File: config.mk
export PLATFORM = sky130hd
export DESIGN_NAME = spi_ram
export DESIGN_NICKNAME = d
export VERILOG_FILES = /design/src/rtl/spi_ram_pkg.sv /design/src/rtl/spi_ram_array.sv /design/src/rtl/spi_ram.sv
export SDC_FILE = /design/constraint.sdc
export NUM_CORES = 2
export LEC_CHECK = 0
export CORE_MARGIN = 3
export CORE_UTILIZATION = 24
export CTS_CLUSTER_DIAMETER = 40
export DETAILED_ROUTE_END_ITERATION = 8
export DONT_BUFFER_PORTS = 1
export PLACE_DENSITY_LB_ADDON = 0.15
export SKIP_CTS_REPAIR_TIMING = 1
export SYNTH_ARGS = -nofsm -noshare
export SYNTH_HDL_FRONTEND = slang
export SYNTH_SLANG_ARGS = --single-unit
File: constraint.sdc
create_clock -name clk -period 5.68 [get_ports clk]
set_input_delay 1.136 -clock clk [delete_from_list [all_inputs] [get_ports clk]]
set_output_delay 1.136 -clock clk [all_outputs]
set_load 0.05 [all_outputs]
File: src/rtl/spi_ram_pkg.sv
// Shared types and default sizing for the spi_ram command decoder and its storage.
package spi_ram_pkg;

  localparam int MEM_DEPTH = 256;
  localparam int ADDR_SIZE = 8;

  typedef enum logic [1:0] {
    WR_ADDR = 2'b00,
    WR_DATA = 2'b01,
    RD_ADDR = 2'b10,
    RD_DATA = 2'b11
  } cmd_e;

  typedef enum logic [1:0] {
    TX_IDLE,
    TX_FETCH,
    TX_HOLD
  } tx_state_e;

endpackage

File: src/rtl/spi_ram_array.sv
// MEM_DEPTH x 8 storage: one write port, one registered read port, contents not reset.
module spi_ram_array #(
  parameter int MEM_DEPTH = 256,
  parameter int ADDR_SIZE = 8
) (
  input  logic                 clk,
  input  logic                 i_we,
  input  logic [ADDR_SIZE-1:0] i_waddr,
  input  logic [7:0]           i_wdata,
  input  logic [ADDR_SIZE-1:0] i_raddr,
  output logic [7:0]           o_rdata
);

  logic [7:0] r_mem [MEM_DEPTH];

  always_ff @(posedge clk) begin
    if (i_we) begin
      r_mem[i_waddr] <= i_wdata;
    end
    o_rdata <= r_mem[i_raddr];
  end

endmodule

File: src/rtl/spi_ram.sv
// Command decoder for the SPI slave: address/data registers, sequence checking and
// the read-return FSM driving dout/tx_valid.
module spi_ram #(
  parameter int MEM_DEPTH = spi_ram_pkg::MEM_DEPTH,
  parameter int ADDR_SIZE = spi_ram_pkg::ADDR_SIZE
) (
  input  logic       clk,
  input  logic       rst_n,
  input  logic [9:0] din,
  input  logic       rx_valid,
  output logic [7:0] dout,
  output logic       tx_valid,
  output logic       seq_err
);

  import spi_ram_pkg::*;

  logic                 r_rx_valid_q;
  logic [ADDR_SIZE-1:0] r_wr_addr;
  logic [ADDR_SIZE-1:0] r_rd_addr;
  logic                 r_wr_addr_ok;
  logic                 r_rd_addr_ok;
  logic [7:0]           r_dout;
  logic                 r_seq_err;
  tx_state_e            r_tx_state;
  tx_state_e            w_tx_next;

  logic                 w_accept;
  cmd_e                 w_cmd;
  logic                 w_we;
  logic                 w_rd_start;
  logic                 w_err;
  logic [7:0]           w_rdata;

  assign w_accept   = rx_valid & ~r_rx_valid_q;
  assign w_cmd      = cmd_e'(din[9:8]);
  assign w_we       = w_accept & (w_cmd == WR_DATA) & r_wr_addr_ok;
  assign w_rd_start = w_accept & (w_cmd == RD_DATA) & r_rd_addr_ok;
  assign w_err      = w_accept & (((w_cmd == WR_DATA) & ~r_wr_addr_ok) |
                                  ((w_cmd == RD_DATA) & ~r_rd_addr_ok));

  // The array reads rd_addr every cycle; the word sampled at the RD_DATA accept edge
  // is on o_rdata throughout TX_FETCH and is captured into dout on entry to TX_HOLD.
  spi_ram_array #(
    .MEM_DEPTH(MEM_DEPTH),
    .ADDR_SIZE(ADDR_SIZE)
  ) u_array (
    .clk    (clk),
    .i_we   (w_we),
    .i_waddr(r_wr_addr),
    .i_wdata(din[7:0]),
    .i_raddr(r_rd_addr),
    .o_rdata(w_rdata)
  );

  always_ff @(posedge clk or negedge rst_n) begin
    if (!rst_n) begin
      r_rx_valid_q <= 1'b0;
      r_wr_addr    <= '0;
      r_rd_addr    <= '0;
      r_wr_addr_ok <= 1'b0;
      r_rd_addr_ok <= 1'b0;
      r_seq_err    <= 1'b0;
    end else begin
      r_rx_valid_q <= rx_valid;
      r_seq_err    <= w_err;
      if (w_accept) begin
        unique case (w_cmd)
          WR_ADDR: begin
            r_wr_addr    <= din[ADDR_SIZE-1:0];
            r_wr_addr_ok <= 1'b1;
          end
          WR_DATA: begin
            if (r_wr_addr_ok) begin
              r_wr_addr <= r_wr_addr + ADDR_SIZE'(1);
            end
          end
          RD_ADDR: begin
            r_rd_addr    <= din[ADDR_SIZE-1:0];
            r_rd_addr_ok <= 1'b1;
          end
          RD_DATA: begin
            r_rd_addr_ok <= 1'b0;
          end
          default: ;
        endcase
      end
    end
  end

  always_ff @(posedge clk or negedge rst_n) begin
    if (!rst_n) begin
      r_tx_state <= TX_IDLE;
    end else begin
      r_tx_state <= w_tx_next;
    end
  end

  always_comb begin
    w_tx_next = r_tx_state;
    unique case (r_tx_state)
      TX_IDLE: begin
        if (w_rd_start) begin
          w_tx_next = TX_FETCH;
        end
      end
      TX_FETCH: begin
        w_tx_next = TX_HOLD;
      end
      TX_HOLD: begin
        if (w_rd_start) begin
          w_tx_next = TX_FETCH;
        end else if (w_accept) begin
          w_tx_next = TX_IDLE;
        end
      end
      default: begin
        w_tx_next = TX_IDLE;
      end
    endcase
  end

  always_ff @(posedge clk or negedge rst_n) begin
    if (!rst_n) begin
      r_dout <= '0;
    end else if (r_tx_state == TX_FETCH) begin
      r_dout <= w_rdata;
    end
  end

  assign dout     = r_dout;
  assign tx_valid = (r_tx_state == TX_HOLD);
  assign seq_err  = r_seq_err;

endmodule

==> summary.md <==
| Metric | Value |
|---|---|
| Synth-to-layout area growth | 22.2% |
| Post-route ant nets | 0 |
| Post-synth EDFFs | 2,048 |
| Status | finished, final reports clean |
| Internal power | 33.4 mW |
| Sequential fraction of the synthesis area | 77.1% |
| Net Sw Frac | 25.6% |
| Layout cell share with drive strength beyond 1 | 28.2% |
| Height of the chip | 587 µm |
| Die width | 587 µm |
| Synth Flop Type | edfxtp_1 |
| CTS Buffer Depth | 4 |
| Psw | 11.5 mW |
| Flop pwr share | 38.8% |
| Worst IR Drop VDD | 0.295 mV |
| Yosys cell types | 60 |
| Setup Viol. Count Final | 0 |
| Syn avg cell area | 21.1 µm² |
| Worst-path clk slew | 0.05 ns |
| Post-place setup slack | 1.53 ns |
| Overflow after GRT | 0 |
| Fin crit share | 71.7% |
| Filler cells | 32,505 |
| CP startpoint kind | register |
| I/O pin count | 23 |
| DRT Pass-1 Iters | 5 |
| CP required | 6.44 ns |
| Fmax | 246 MHz |
| First-pass GRT wire length | 346,000 µm |
| CP arrival | 4.83 ns |
| Clock share of power | 49.5% |
| CP Launch Point | r_rd_addr[1] |
| Yosys reg bits | 2,086 |
| Max Transition Viols Final | 0 |
| Post-Syn Instances | 3,840 |
| Buffers on Ports | 0 |
| GRT Total Usage | 14.1% |
| Static leakage | 30.5 nW |
| Vias per std cell | 4.52 |
| Final WS setup | 1.61 ns |
| Setup TNS | 0 ns |
| Max Cap Viol | 0 |
| Core area | 334,000 µm² |
| Clk_lat worst skew | 0.88 ns |
| Vias | 40,200 |
| Final wirelength | 248,000 µm |
| Max transition margin | 14.4% |
| Pwr dens | 454 nW/µm² |
| Nets@finish | 4,120 |
| Cell Area, Synth | 80,900 µm² |
| Internal reg-to-reg setup slack | 1.61 ns |
| DR iter-0 viols | 3,848 |
| Power Total | 44.8 mW |
| Skew final | 0.0625 ns |
| Crit path kind | register to register |
| Combinational Power Share | 11.6% |
| Worst-Margin Slew | 1.28 ns |
| Largest fanout on the critical path | 41 |
| DRC | 0 |
| RSZ-0062 raised after global routing | no |
| Clock H-tree levels | 5 |
| Post-synthesis async set-or-reset flop share | 1.44% |
| Cell row count | 212 |
| Initial antenna violation count | 21 |
| Vias in the first global route | 41,966 |
| Setup crit end kind | register |
| Routability congestion estimate | 0.767 |
| R2R Path Start | r_rd_addr[1] |
| TritonCTS Buffers | 364 |
| Ys Warns | 0 |
| Root Buffer Master | clkbuf_16 |
| Initial Util | 24.2% |
| Worst min-delay path category | input pin to asynchronous set/reset pin |
| Dpl hpwl | 141,000 µm |
| Wire per inst | 27.8 µm |
| Sink Count | 2,086 |
| Final Hold Fails | 0 |
| Largest net degree at the start of global routing | 260 |
| Final min period | 4.07 ns |
| DIE AREA | 344,000 µm² |
| Syn nets | 3,857 |
| CTS tree | yes |
## cells in the final DEF (no fill, tap or decap), types with 43 or more instances in the layout
master / n
edfxtp_1: 2048
clkinv_2: 43
a22oi_1: 120
clkinv_4: 46
buf_4: 113
bufinv_16: 48
mux2i_1: 135
a21oi_1: 102
nor2_1: 277
clkbuf_16: 371
nand2_1: 53
mux4_2: 437
o221ai_1: 45
## state kept, by name (all words and copies together) (netlist names)
signal / count
r_rx_valid_q: 1
r_tx_state: 2
r_wr_addr: 8
r_wr_addr_ok: 1
r_rd_addr_ok: 1
r_rd_addr: 8
u_array.o_rdata: 8
seq_err: 1
dout: 8
u_array.r_mem: 2048
## power by group through the flow
stage / logic (mW) / registers, mW / clock network (mW)
floorplan: 3.44 / 17.4 / 0
global placement: 5.32 / 17.7 / 0
detailed placement: 5.33 / 17.7 / 0
CTS: 5.35 / 17.4 / 22.7
global route: 5.53 / 17.4 / 23.4
finish: 5.22 / 17.4 / 22.2
## worst max-delay path: stages, from the launching register on
cell	delay (ns)
dfrtp_4	0.97
nand2_1	0.82
buf_4	0.48
o221ai_1	0.46
a21oi_1	0.13
nor3_1	0.41
nor4_2	0.10
buf_4	0.20
nor4_1	0.26
## synth_stat cells, drive strengths merged, types with 23 or more instances
library cell | instances | area (µm²)
nand2 | 53 | 199
mux4 | 449 | 10200
nand3 | 33 | 165
a21oi | 102 | 510
o21ai | 32 | 160
buf | 126 | 1140
nor4 | 23 | 150
mux2i | 135 | 1350
nor2 | 281 | 1050
dfrtp | 30 | 751
o221ai | 45 | 394
mux2 | 25 | 282
clkbuf | 107 | 405
edfxtp | 2048 | 61500
a22oi | 120 | 901
o22ai | 38 | 238
## path summary, 6_finish.rpt
| path | end | depth (start not counted) |
|---|---|---|
| max | u_array.o_rdata[0] | 8 |
| min | r_rd_addr_ok | 1 |
| max reg2reg | u_array.o_rdata[0] | 8 |
| min reg2reg | r_tx_state[0] | 1 |
| max in group asynchronous | dout[7] | 1 |
| min in group clk | r_rx_valid_q | 0 |
## routing by layer
metal  vias to the layer above  global-route usage [%]  part of all wire, %
li1                      16796                       -                    -
met1                     21861                    19.9                   45
met2                      1216                    22.3                   47
met3                       325                    2.72                  6.0
met4                         2                    3.15                  2.0
met5                         -                       0               0.0057
## cell type report
type | instances | area, µm² | area share, %
clock inverter | 264 | 3050 | 3.08
multi-input combinational | 1513 | 17100 | 17.3
clock buffer | 404 | 9450 | 9.56
timing repair buffer | 130 | 1180 | 1.19
antenna | 3 | 7.51 | 0.00760
tap | 4494 | 5620 | 5.69
sequential | 2086 | 62400 | 63.2
inverter | 8 | 30.0 | 0.0304
## through the flow
stage	instances	utilization (%)	hold slack (ns)	cell area [µm²]
after global routing	8900	29.5	0.0506	98800
final	8902	29.5	0.0845	98800
after CTS	8898	29.5	-0.144	98800
after detailed placement	8230	25.8	0.461	86300
after global placement	8225	25.8	0.472	86200
after floorplan	3840	-	0.433	80900
## cells by family (layout without fill, tap and decap cells)
logic type	count (synthesis)	count (layout)	share of synthesized area, %
AOI/OAI and AO/OA	425	425	3.67
other	0	3	0
and+or+nand+nor	475	475	2.61
DFF	2086	2086	77.1
adders and majority gates	4	4	0.0619
buffers and inverters	241	806	1.95
muxes	609	609	14.6
Power figures use the tool's default switching activity.
